$ cat config.mk
export PLATFORM = sky130hd
export DESIGN_NAME = ser_deser_rx
export DESIGN_NICKNAME = d
export VERILOG_FILES = /design/src/rtl/ser_deser_rx.sv
export SDC_FILE = /design/constraint.sdc
export NUM_CORES = 1
export LEC_CHECK = 0
export CORE_MARGIN = 2
export CORE_UTILIZATION = 53
export DETAILED_ROUTE_END_ITERATION = 16
export PLACE_DENSITY = 0.93
export SETUP_SLACK_MARGIN = 0.2
export SLEW_MARGIN = 20
export SYNTH_ARGS = -nofsm -noshare
export SYNTH_HDL_FRONTEND = slang
export SYNTH_SLANG_ARGS = --single-unit
$ cat constraint.sdc
create_clock -name clk -period 2.2 [get_ports clk]
set_input_delay 0.22 -clock clk [delete_from_list [all_inputs] [get_ports clk]]
set_output_delay 0.22 -clock clk [all_outputs]
set_load 0.01 [all_outputs]
$ cat src/rtl/ser_deser_rx.sv
// Serial-to-parallel receiver: assembles WIDTH-bit words MSB- or LSB-first
// from a strobed serial stream and hands them out on a valid/ready port.
module ser_deser_rx #(
  parameter int WIDTH = 8,
  parameter bit CONT  = 1'b0
) (
  input  logic                     clk,
  input  logic                     rst_n,
  input  logic                     start,
  input  logic                     dir,
  input  logic                     sen,
  input  logic                     sin,
  input  logic                     pready,
  input  logic                     clr_ovr,
  output logic [WIDTH-1:0]         pout,
  output logic                     pvalid,
  output logic                     busy,
  output logic [$clog2(WIDTH):0]   bit_cnt,
  output logic                     overrun,
  output logic                     abort
);

  localparam int CW = $clog2(WIDTH) + 1;
  localparam logic [CW-1:0] LAST   = CW'(WIDTH - 1);
  localparam logic [0:0]    S_IDLE = 1'b0;
  localparam logic [0:0]    S_RECV = 1'b1;

  logic [0:0]       r_state;
  logic [WIDTH-1:0] r_sh;
  logic [CW-1:0]    r_cnt;
  logic             r_dir;
  logic [WIDTH-1:0] r_pout;
  logic             r_pvalid;
  logic             r_busy;
  logic             r_ovr;
  logic             r_abort;

  logic [0:0]       w_state_nxt;
  logic [WIDTH-1:0] w_sh_nxt;
  logic [CW-1:0]    w_cnt_nxt;
  logic             w_dir_nxt;
  logic             w_abort_nxt;
  logic [WIDTH-1:0] w_pout_nxt;
  logic             w_pvalid_nxt;
  logic             w_ovr_nxt;
  logic [WIDTH-1:0] w_word;
  logic             w_complete;

  // The word as it stands once the current sin is shifted in.
  assign w_word     = r_dir ? {sin, r_sh[WIDTH-1:1]} : {r_sh[WIDTH-2:0], sin};
  assign w_complete = (r_state == S_RECV) && !start && sen && (r_cnt == LAST);

  // Receive FSM: start (re)arms a word, sen shifts one bit.
  always_comb begin
    w_state_nxt = r_state;
    w_sh_nxt    = r_sh;
    w_cnt_nxt   = r_cnt;
    w_dir_nxt   = r_dir;
    w_abort_nxt = 1'b0;
    case (r_state)
      S_IDLE: begin
        if (start) begin
          w_state_nxt = S_RECV;
          w_cnt_nxt   = {CW{1'b0}};
          w_dir_nxt   = dir;
        end else begin
          w_state_nxt = S_IDLE;
        end
      end
      S_RECV: begin
        if (start) begin
          w_abort_nxt = (r_cnt != {CW{1'b0}});
          w_cnt_nxt   = {CW{1'b0}};
          w_dir_nxt   = dir;
        end else if (sen) begin
          w_sh_nxt = w_word;
          if (r_cnt == LAST) begin
            w_cnt_nxt   = {CW{1'b0}};
            w_state_nxt = CONT ? S_RECV : S_IDLE;
          end else begin
            w_cnt_nxt = r_cnt + CW'(1);
          end
        end else begin
          w_state_nxt = S_RECV;
        end
      end
      default: begin
        w_state_nxt = S_IDLE;
        w_cnt_nxt   = {CW{1'b0}};
      end
    endcase
  end

  // Output stage: a completed word replaces pout only if the slot is free
  // or being drained this cycle; otherwise it is dropped and flagged.
  always_comb begin
    w_pout_nxt   = r_pout;
    w_pvalid_nxt = r_pvalid;
    w_ovr_nxt    = clr_ovr ? 1'b0 : r_ovr;
    if (w_complete) begin
      if (!r_pvalid || pready) begin
        w_pout_nxt   = w_word;
        w_pvalid_nxt = 1'b1;
      end else begin
        w_ovr_nxt = 1'b1;
      end
    end else if (r_pvalid && pready) begin
      w_pvalid_nxt = 1'b0;
    end else begin
      w_pvalid_nxt = r_pvalid;
    end
  end

  // State and output registers.
  always_ff @(posedge clk or negedge rst_n) begin
    if (!rst_n) begin
      r_state  <= S_IDLE;
      r_sh     <= {WIDTH{1'b0}};
      r_cnt    <= {CW{1'b0}};
      r_dir    <= 1'b0;
      r_pout   <= {WIDTH{1'b0}};
      r_pvalid <= 1'b0;
      r_busy   <= 1'b0;
      r_ovr    <= 1'b0;
      r_abort  <= 1'b0;
    end else begin
      r_state  <= w_state_nxt;
      r_sh     <= w_sh_nxt;
      r_cnt    <= w_cnt_nxt;
      r_dir    <= w_dir_nxt;
      r_pout   <= w_pout_nxt;
      r_pvalid <= w_pvalid_nxt;
      r_busy   <= (w_state_nxt == S_RECV);
      r_ovr    <= w_ovr_nxt;
      r_abort  <= w_abort_nxt;
    end
  end

  assign pout    = r_pout;
  assign pvalid  = r_pvalid;
  assign busy    = r_busy;
  assign bit_cnt = r_cnt;
  assign overrun = r_ovr;
  assign abort   = r_abort;

endmodule

# After elaboration in Yosys (flattened, before gate mapping)
# Index checks and enable logic that the tools add are counted.
[word_totals]
out_inout_bits = 16
reg_bits = 25
input_bits = 8
[classes]
eq_ne = 4
add_sub_neg = 1
reduce_logical = 13
n_mux = 20
n_bitwise = 2
[ops]
columns = ["op", "n"]
rows = [
  ["4-bit 2-to-1 mux", 4],
  ["1-bit 2-to-1 mux", 13],
  ["8-bit 2-to-1 mux", 1],
  ["4-bit case mux with 2 select lines", 1],
  ["2-bit AND reduction", 3],
  ["4-bit by 1-bit adder with 4-bit output, second input constant", 1],
  ["4-bit by 3-bit equality test with 1-bit output, second input constant", 1],
  ["1-bit logical AND", 4],
  ["4-bit nonzero test", 1],
  ["3-bit != test, second input constant", 1],
  ["3-bit AND reduction", 1],
  ["1-bit logical NOT", 2],
  ["2-bit by 1-bit != test with 1-bit output, second input constant", 1],
  ["2-bit != test, second input constant", 1],
  ["1-bit NOT", 2],
  ["1-bit case mux with 2 select lines", 1],
  ["2-bit nonzero test", 1],
  ["1-bit logical OR", 1],
]

# Longest topological paths before layout
# Gate-level depths: netlist of run 1.
[logic_depth]
ltp_word = 6
depth_mapped = 5
depth_no_buf = 4

# Worst setup path after synthesis of run 1
# Ideal clock, no wire load.
[synth_path]
kind = "reg-to-reg"
start = "register r_cnt[1] (netlist: bit_cnt[1])"
end = "register r_pout[6] (netlist: pout[6])"
setup_time_ps = 125
t_arrival_ps = 1440
slack_ps = 635
path_stages_with_launch = 6
path_buffers = 1
path_cell_list = "dfrtp_1 > ha_1 > nand3b_1 > nor3b_2 > buf_6 > mux2_4"
[synth_between]
elab_chain_len = 3
[synth_rtl]
columns = ["element", "line_no", "text"]
rows = [
  ["from (decl)", "30", "logic [CW-1:0] r_cnt;"],
  ["from (signal assigned)", "119", "r_cnt <= {CW{1'b0}};"],
  ["from (signal assigned)", "129", "r_cnt <= w_cnt_nxt;"],
  ["4-bit by 3-bit equality test with 1-bit output", "51", "assign w_complete = (r_state == S_RECV) && !start && sen && (r_cnt == LAST);"],
  ["1-bit logical AND", "51", ""],
  ["2-bit AND reduction (no line)", "-", ""],
  ["to (signal assigned)", "121", "r_pout <= {WIDTH{1'b0}};"],
  ["to (signal assigned)", "131", "r_pout <= w_pout_nxt;"],
  ["to (decl)", "32", "logic [WIDTH-1:0] r_pout;"],
]
# Every way passes these cells.
# A chain may end at the register's enable or synchronous reset.

# Worst setup path after layout of run 1
[layout_path]
start = "register r_busy (netlist: busy)"
end = "output port busy"
[layout_lines]
columns = ["element", "line_no", "text"]
rows = [
  ["from (decl)", "34", "logic r_busy;"],
  ["from (signal assigned)", "133", "r_busy <= (w_state_nxt == S_RECV);"],
  ["to (decl)", "17", "output logic busy,"],
]
# No word-level cell between the ends.

==> key figures, run 1 <==
Clocking
  • CTS Buffer Depth: 2
  • H-tree depth: 1
  • Clock Sinks: 25
  • Worst-path clk slew: 150 ps
  • Post-cts resize count: 0
  • Setup bufs post-CTS: 0
  • Hold-fix buffers, CTS: 0
  • Root Buffer Master: clkbuf_4
  • TritonCTS clock tree: built
  • Skew-Pair Late Insertion Delay: 330 ps
  • Num CTS Buffers: 3

Yosys
  • Largest cells by area after synthesis: dfrtp_1 55%, mux2i_1 12%, o21ai_0 4.0%
  • Post-synth EDFFs: 0
  • Post-synth top flop: dfrtp_1
  • Mapped Cells: 98
  • Unique cell type count in the Yosys netlist: 24
  • Syn nets: 108
  • Largest area contributor in the netlist: dfrtp_1
  • Seq cells post-synth: 25
  • Mapped Area: 0.00113 mm2
  • Register area share after synthesis: 55.3%
  • Yosys top cell area share: 55.3%
  • Ys async rst share: 100%
  • Syn Area/Cell: 11.5 um2
  • Synth warnings: 0

Place
  • DP Worst Slack: 431 ps
  • Final HPWL DP: 1570 um
  • Placer Congestion: 0.808
  • IO Port Bufs: 23

Cells and area
  • Antenna diode count: 0
  • NumNets Final: 135
  • Area Overhead vs Synth: 25.4%
  • Share of cells above drive strength 1: 12.1%

Worst setup path
  • Critical setup path kind: flop to primary output
  • Worst R2R Setup Slack: 520 ps
  • CP delay by family, top: buffers and inverters
  • Crit path capture type: primary output
  • CP max FO: 8
  • Crit path buf inv count: 1
  • Critical Path Stages: 1
  • CP Launch Type: flop
  • R2r worst-path depth: 5
  • Crit-path max cell delay: 600 ps
  • CP max-delay cell: clkdlybuf4s50_1
  • Req. time, crit path: 1980 ps
  • CP arrival: 1480 ps
  • Worst path cell trace: clkdlybuf4s50_1

STA
  • Tcrit/Tclk final: 77.5%
  • PnR worst setup slack: 496 ps
  • Clock Skew: 13.6 ps
  • Max Slew Vio Count: 0
  • Number of setup violations in the final report: 0
  • Final TNS setup: 0 ps
  • RSZ-0062 raised after global routing: false
  • Final hold violations: 0
  • Peak Freq: 587 MHz
  • Max_slew headroom: 70.6%
  • Least-Margin Pin Slew: 441 ps
  • Post-route minimum period: 1700 ps

Min path
  • HP Class: primary input to async pin

Floorplanning
  • Die height: 50.2 um
  • I/O pin count: 24
  • Die area: 0.00252 mm2
  • Die Wd: 50.2 um
  • Row count: 16
  • Core ar.: 0.00198 mm2
  • Initial Utilization: 57.1%

GRT
  • Vias in the first global route: 856
  • Antenna violations before repair: 0
  • First-pass GRT wire length: 3990 um
  • Grt ovf: 0
  • Total track usage: 20.9%
  • Pin count of the biggest net entering global routing: 26

Detailed routing
  • DR iter-0 viols: 13
  • Drt total wl: 2140 um
  • Wire per inst: 14.2 um
  • Antenna viol nets, final: 0
  • Routed vias/inst: 5.35
  • DRT Pass-1 Iters: 4
  • Routed via count: 808
  • Residual DRC: 0

Run status
  • Status: finished clean

Power and ir drop
  • Worst VDD drop: 507 uV
  • P_leak: 0.643 nW
  • Power Density: 637 mW/mm2

Flow run
  • Max-cap viol count: 0
-- path summary, 6_finish.rpt --
| path | start | endpoint |
|---|---|---|
| min | rst_n | pout[3] |
| max in group asynchronous | rst_n | bit_cnt[0] |
| min reg2reg | r_sh[0] | r_sh[0] |
| min in group clk | clr_ovr | overrun |
| max reg2reg | bit_cnt[0] | pout[6] |
| max | busy | busy |
-- logic make-up (layout without fill, tap and decap cells) --
family,after synthesis,after routing,synth area share (%)
DFF,25,25,55.3
and+or+nand+nor,22,22,11.2
muxes,18,18,16.7
AOI/OAI and AO/OA,15,15,7.30
buffers and inverters,15,41,6.53
adders and majority gates,2,2,2.21
xor gates and xnor gates,1,1,0.774
-- state kept, by name (all words and copies together), names as in the netlist --
signal and flops:
abort 1, bit_cnt 4, busy 1, overrun 1, pout 8, pvalid 1, r_dir 1, r_sh 8
-- Yosys cell counts (all sizes together), types with 2 or more instances --
cell and n:
mux2 4, inv 10, mux2i 14, o21ai 9
nand2 11, a21oi 4, nand3b 2, nand3 3
nor2 2, buf 4, dfrtp 25, ha 2
-- layout make-up --
| type | instances | area, um2 |
|---|---|---|
| repair buffers | 27 | 260 |
| flip-flops and latches | 25 | 626 |
| multi-input cells | 58 | 432 |
| clock buffers | 3 | 22.5 |
| well taps | 27 | 33.8 |
| inverters | 10 | 37.5 |
| clock inverters | 1 | 7.51 |
| fillers | 132 | 563 |
-- report_power, final --
| part | internal, mW | leakage, nW | switching, mW |
|---|---|---|---|
| clock | 0.0696 | 0.0139 | 0.144 |
| sequential | 0.506 | 0.298 | 0.0453 |
| combinational | 0.0707 | 0.331 | 0.0695 |
-- metrics by stage --
step,util (%),std cells,area (um2),power (mW),hold WS [ps]
final,71.6,151,1420,0.904,225
after floorplan,-,98,1130,0.632,-75.6
after detailed placement,70.1,147,1390,0.698,487
after global routing,71.6,151,1420,0.952,244
after global placement,70.1,147,1390,0.684,462
after CTS,71.6,151,1420,0.906,240
-- worst reg2reg max path: cells and delay by family, from the launching register on --
kind                       cells  cell delay, ps
adders and majority gates      1             220
and+or+nand+nor                2             450
buffers and inverters          1             170
muxes                          1             290
DFF                            1             450
-- placed cells by master (no fill, tap or decap), drive strengths merged, types with 3 or more instances in the layout --
master and n:
nand3 3, clkdlybuf4s50 23, buf 4, inv 10, nand2 11, clkbuf 3, o21ai 9, dfrtp 25
mux2i 14, a21oi 4, mux2 4
-- layer usage --
layer | share of wire [%] | global-route usage (%)
met5 | 0 | 0
met4 | 2.1 | 8.80
met3 | 5.8 | 3.87
met2 | 49 | 33.8
met1 | 43 | 27.5
Note: power is estimated with default switching activity, not from simulation.
==> inputs of run 2 (changes only) <==
CORE_UTILIZATION = 44   (was 53)
PLACE_DENSITY = 0.83   (was 0.93)
clock period = 1.45 ns   (was 2.2 ns; I/O delays follow)
==> run 2 against run 1 <==
The run now ends with negative setup slack left. Sequential power is 49% higher. Sequential cell count stayed put. Via count is 8.8% higher.
==> key figures, run 2 (synthesized netlist as in run 1, its figures left out) <==
Worst setup path
  • CP Launch Type: flop
  • Critical setup path kind: flop to flop
  • Crit-path max cell delay: 390 ps (-210 ps)
  • CP max FO: 5 (-3)
  • CP max-delay cell: dfrtp_1
  • Worst path cell trace: ha_2 -> nand3b_1 -> nor3b_4 -> buf_6 -> mux2i_1
  • Crit path capture type: flop
  • CP arrival: 1740 ps (+260 ps)
  • Req. time, crit path: 1700 ps (-280 ps)

Cells and area
  • Area Overhead vs Synth: 46.8%
  • Antenna diode count: 0 (unchanged)
  • Most frequent cells in the layout: 24 x dfrtp_1, 21 x buf_4, 14 x mux2i_1
  • Share of cells above drive strength 1: 33.1% (+21 points)
  • Most common library cell in the layout ignoring fill and taps: dfrtp_1
  • Final std cells w/o fill: 178 (+18%)
  • NumNets Final: 159 (+18%)

Clocking
  • CTS Buffer Depth: 2 (unchanged)
  • TritonCTS clock tree: built
  • Clock Sinks: 25 (unchanged)
  • Root Buffer Master: clkbuf_4
  • H-tree depth: 1 (unchanged)
  • Skew-Pair Late Insertion Delay: 320 ps (about the same)
  • Worst-path clk slew: 120 ps (-30 ps)
  • Num CTS Buffers: 3 (unchanged)

STA
  • Clock Skew: 2.35 ps (-11.3 ps)
  • Post-route minimum period: 1490 ps
  • RSZ-0062 raised after global routing: true
  • Max Slew Vio Count: 0 (unchanged)
  • Tcrit/Tclk final: 103%
  • Final hold violations: 0 (unchanged)
  • PnR worst setup slack: -39.1 ps (-535 ps)
  • Least-Margin Pin Slew: 301 ps (-140 ps)
  • Max_slew headroom: 80.0% (+9.4 points)
  • Peak Freq: 672 MHz
  • Number of setup violations in the final report: 9 (+9)

Floorplanning
  • Row count: 18 (+2)
  • Die Wd: 54.7 um (+9.0%)
  • Die area: 0.00299 mm2 (+19%)
  • Initial Utilization: 46.1% (-11 points)
  • I/O pin count: 24 (unchanged)
  • Die height: 54.7 um (+9.0%)
  • Core ar.: 0.00245 mm2 (+24%)

Min path
  • HP Class: primary input to async pin

Place
  • Placed instance count: 160 (+8.8%)
  • IO Port Bufs: 23 (unchanged)
  • Placer Congestion: 0.763 (-5.6%)
  • Final HPWL DP: 1620 um (+3.0%)

Power and ir drop
  • Pwr Total: 1.43 mW (+58%)
  • P_leak: 0.788 nW (+23%)
  • Worst VDD drop: 639 uV (+26%)
  • Power Density: 859 mW/mm2 (+35%)

Detailed routing
  • DR iter-0 viols: 14 (+1)
  • Routed via count: 879 (+8.8%)
  • DRT Pass-1 Iters: 4 (unchanged)
  • Wire per inst: 14.8 um (+4.5%)
  • Routed vias/inst: 4.94 (-7.7%)
  • Residual DRC: 0 (unchanged)
  • Antenna viol nets, final: 0 (unchanged)
  • Drt total wl: 2640 um (+23%)

GRT
  • Total track usage: 16.9% (-4.0 points)
  • Grt ovf: 0 (unchanged)
  • Pin count of the biggest net entering global routing: 26 (unchanged)
  • Antenna violations before repair: 0 (unchanged)
  • Vias in the first global route: 795 (-7.1%)
  • First-pass GRT wire length: 3510 um (-12%)

Run status
  • Status: finished, violations left
  • Failing checks: negative setup slack

Flow run
  • Max-cap viol count: 0 (unchanged)
## run 2: changes by cell type in the layout (fill, tap and decap cells not counted), moves of 2 or more
| cell | before | now |
|---|---|---|
| buf_6 | 0 | 8 |
| inv_1 | 10 | 8 |
| a21oi_2 | 0 | 2 |
| clkdlybuf4s50_1 | 23 | 7 |
| ha_1 | 2 | 0 |
| a21oi_1 | 4 | 2 |
| dlygate4sd2_1 | 0 | 12 |
| buf_4 | 4 | 21 |
## run 2: worst paths after layout
path	from	to	slack (ps)	cells past startpoint
max	bit_cnt[1]	pout[4]	-40	5
min	rst_n	pout[7]	170	2
max reg2reg	bit_cnt[1]	pout[4]	-40	5
min reg2reg	r_sh[7]	r_sh[7]	500	2
max in group asynchronous	rst_n	busy	1030	2
min in group clk	clr_ovr	overrun	390	2
## run 2: layout make-up
class / instances / area [um2]
Inverter: 10 / 40.0
Timing Repair Buffer: 51 / 460
Tap cell: 30 / 37.5
Clock buffer: 4 / 26.3
Sequential cell: 25 / 627
Fill cell: 168 / 795
Multi-Input combinational cell: 58 / 469
## run 2: critical path: cells and delay by family, from the launching register on
kind	cells	cell delay, ps
muxes	1	190
adders and majority gates	1	210
and+or+nand+nor	2	450
DFF	1	390
buffers and inverters	1	180
## run 2: per-layer routing
layer	track usage, %	part of all wire, %
met5	0	0
met4	7.08	2.3
met3	1.91	1.7
met2	28.8	50
met1	21.7	46
## run 2: what timing repair did
item | in CTS | in global routing
setup endpoints to repair | 26 | 17
hold buffers | 0 | 0
pin swaps | 2 | 5
gates resized for setup | 27 | 18
buffers inserted | 4 | 10
## run 2: report_power, final
part / internal, mW / leakage, nW / switching, mW
Sequential: 0.767 / 0.298 / 0.0543
Combinational: 0.159 / 0.476 / 0.142
Clock: 0.108 / 0.0150 / 0.196
Total: 1.03 / 0.788 / 0.392
## run 2: stage by stage
stage,setup TNS [ps],hold WS (ps),worst slack (ps),instance area (um2),utilization (%)
5_1_grt,-756,183,-113,1660,67.6
4_1_cts,-140,182,-30.6,1520,62.0
2_1_floorplan,-105,-151,-105,1140,-
3_3_place_gp,-527,462,-104,1470,59.9
3_5_place_dp,-1100,473,-152,1470,59.9
6_report,-195,173,-39.1,1660,67.6
==> inputs of run 3 (changes only) <==
--- a/config.mk
+++ b/config.mk
@@ -6,5 +6,4 @@
 export NUM_CORES = 1
 export LEC_CHECK = 0
-export CORE_MARGIN = 2
 export CORE_UTILIZATION = 44
 export DETAILED_ROUTE_END_ITERATION = 16
==> constraint.sdc (replaced) <==
create_clock -name clk -period 1.45 [get_ports clk]
set_input_delay 0.29 -clock clk [delete_from_list [all_inputs] [get_ports clk]]
set_output_delay 0.29 -clock clk [all_outputs]
set_load 0.01 [all_outputs]
==> run 3 against run 2 <==
The flow still finishes with violations (negative setup slack). Clock skew fell by 0.91 ps. Sequential power rose by 0.6%. Routed wire length rose by 4.9%. Cell count rose by 1.7%. Via count rose by 5.9%. Register-to-register slack barely moved. Clock power barely moved. Global-route usage rose by 2.4 points. Non-clock buffer count rose by 3. Setup slack improved by 3.8 ps. Critical path type unchanged. Highest routed layer unchanged.
==> key figures, run 3 (synthesized netlist as in run 1, its figures left out) <==
Run status
  • Status: finished, violations left
  • Failing checks: negative setup slack

Cells and area
  • Most frequent cells in the layout: 25 x dfrtp_1, 21 x buf_4, 14 x mux2i_1
  • Area Overhead vs Synth: 46.6%
  • Share of cells above drive strength 1: 41.7% (+8.6 points)
  • NumNets Final: 162 (+1.9%)
  • Final std cells w/o fill: 181 (+1.7%)
  • Most common library cell in the layout ignoring fill and taps: dfrtp_1
  • Antenna diode count: 0 (unchanged)
  • Fin util: 67.5% (-0.10 points)

STA
  • Least-Margin Pin Slew: 315 ps (+14.3 ps)
  • Max_slew headroom: 79.0% (-0.95 points)
  • Number of setup violations in the final report: 3 (-6)
  • Final TNS setup: -49.5 ps (+146 ps)
  • Post-route minimum period: 1490 ps (-3.85 ps)
  • Max Slew Vio Count: 0 (unchanged)
  • RSZ-0062 raised after global routing: true
  • PnR worst setup slack: -35.2 ps (+3.85 ps)
  • Peak Freq: 673 MHz (+0.26%)
  • Final hold violations: 0 (unchanged)
  • Tcrit/Tclk final: 102% (-0.27 points)
  • Clock Skew: 1.44 ps (-0.907 ps)

Floorplanning
  • Die height: 52.7 um (-3.7%)
  • Core ar.: 0.00245 mm2 (unchanged)
  • Initial Utilization: 46.1% (unchanged)
  • Die Wd: 52.7 um (-3.7%)
  • I/O pin count: 24 (unchanged)
  • Die area: 0.00278 mm2 (-7.2%)
  • Row count: 18 (unchanged)

Detailed routing
  • Wire per inst: 15.3 um (+3.1%)
  • Routed vias/inst: 5.14 (+4.2%)
  • WL met2: 1500 um (+13%)
  • Routed via count: 931 (+5.9%)
  • DR top layer: met4
  • Residual DRC: 0 (unchanged)
  • Drt total wl: 2770 um (+4.9%)
  • M1 wire length: 1140 um (-4.9%)
  • DR iter-0 viols: 15 (+1)
  • Met3 Wirelength: 69 um (+53%)
  • Antenna viol nets, final: 0 (unchanged)
  • DRT Pass-1 Iters: 4 (unchanged)

GRT
  • Grt ovf: 0 (unchanged)
  • Pin count of the biggest net entering global routing: 26 (unchanged)
  • Antenna violations before repair: 0 (unchanged)
  • First-pass GRT wire length: 3870 um (+10%)
  • Total track usage: 19.4% (+2.4 points)
  • Vias in the first global route: 903 (+14%)

Clocking
  • H-tree depth: 1 (unchanged)
  • Num CTS Buffers: 3 (unchanged)
  • Root Buffer Master: clkbuf_4
  • TritonCTS clock tree: built
  • Clock Sinks: 25 (unchanged)
  • CTS Buffer Depth: 2 (unchanged)
  • Skew-Pair Late Insertion Delay: 310 ps (about the same)
  • Worst-path clk slew: 130 ps (about the same)

Power and ir drop
  • Worst VDD drop: 743 uV (+16%)
  • Power Density: 847 mW/mm2 (-1.3%)
  • P_leak: 0.799 nW (+1.4%)
  • Pwr Total: 1.40 mW (-1.5%)

Worst setup path
  • Critical setup path kind: flop to flop
  • CP max FO: 6 (+1)
  • Crit path buf inv count: 3 (+2)
  • Crit-path max cell delay: 390 ps (about the same)
  • Crit path capture type: flop
  • Req. time, crit path: 1690 ps (about the same)
  • CP max-delay cell: dfrtp_1
  • CP arrival: 1720 ps (-20 ps)
  • CP delay by family, top: flip-flops
  • CP Launch Type: flop
  • Worst path cell trace: buf_6 -> ha_4 -> nand3b_1 -> nor3b_2 -> buf_4 -> buf_8 -> mux2i_1

Place
  • DP Worst Slack: -320 ps (-168 ps)
  • Final HPWL DP: 1730 um (+7.2%)
  • Placer Congestion: 0.788 (+3.3%)
  • Placed instance count: 160 (unchanged)
  • IO Port Bufs: 23 (unchanged)

Flow run
  • Max-cap viol count: 0 (unchanged)

Min path
  • HP Class: primary input to async pin
run 3: cell types whose count changed in the layout (fill, tap and decap cells not counted), sizes merged:
| cell | change |
|---|---|
| buf | +8 |
| clkinv | +1 |
| clkdlybuf4s15 | +1 |
| dlygate4sd2 | -12 |
| clkbuf | +6 |
| dlymetal6s2s | -1 |
run 3: cell type report:
type / instances / area, um2
fillers: 179 / 797
flip-flops and latches: 25 / 626
multi-input cells: 58 / 467
repair buffers: 54 / 463
inverters: 10 / 37.5
well taps: 30 / 37.5
clock buffers: 3 / 22.5
clock inverters: 1 / 5.00
run 3: what timing repair did:
item | in CTS | in global routing
hold buffers | 0 | 0
endpoints found under the setup margin | 26 | 27
buffers inserted | 11 | 6
pin swaps | 8 | 3
gates resized for setup | 60 | 17
run 3: power breakdown:
group	leakage (nW)	switching [mW]	total, mW	internal [mW]
combinational	0.483	0.136	0.275	0.139
sequential	0.298	0.0596	0.827	0.767
clock	0.0177	0.200	0.303	0.103
total	0.799	0.396	1.40	1.01
run 3: routing by layer:
| layer | GRT usage, % | vias up |
|---|---|---|
| met3 | 1.16 | 6 |
| met5 | 0 | - |
| met1 | 23.4 | 466 |
| met2 | 34.0 | 22 |
| li1 | - | 437 |
| met4 | 10.5 | 0 |
run 3: worst register-to-register path: stages, from the launching register on:
cell	delay, ps
dfrtp_1	390
buf_6	100
ha_4	130
nand3b_1	100
nor3b_2	200
buf_4	150
buf_8	130
mux2i_1	210
run 3: path summary, 6_finish.rpt:
check | start | to | slack, ps | depth (start not counted)
max in group asynchronous | rst_n | r_sh[4] | 890 | 2
min reg2reg | r_sh[0] | r_sh[0] | 500 | 2
max reg2reg | bit_cnt[1] | pout[1] | -40 | 7
min in group clk | r_sh[0] | r_sh[0] | 500 | 2
min | rst_n | pout[5] | 320 | 2
max | bit_cnt[1] | pout[1] | -40 | 7
run 3: metrics by stage:
| step | instance area [um2] | hold slack [ps] |
|---|---|---|
| after global placement | 1470 | 464 |
| after detailed placement | 1470 | 478 |
| after floorplan | 1140 | -5.59 |
| after global routing | 1660 | 348 |
| final | 1660 | 320 |
| after CTS | 1630 | 317 |
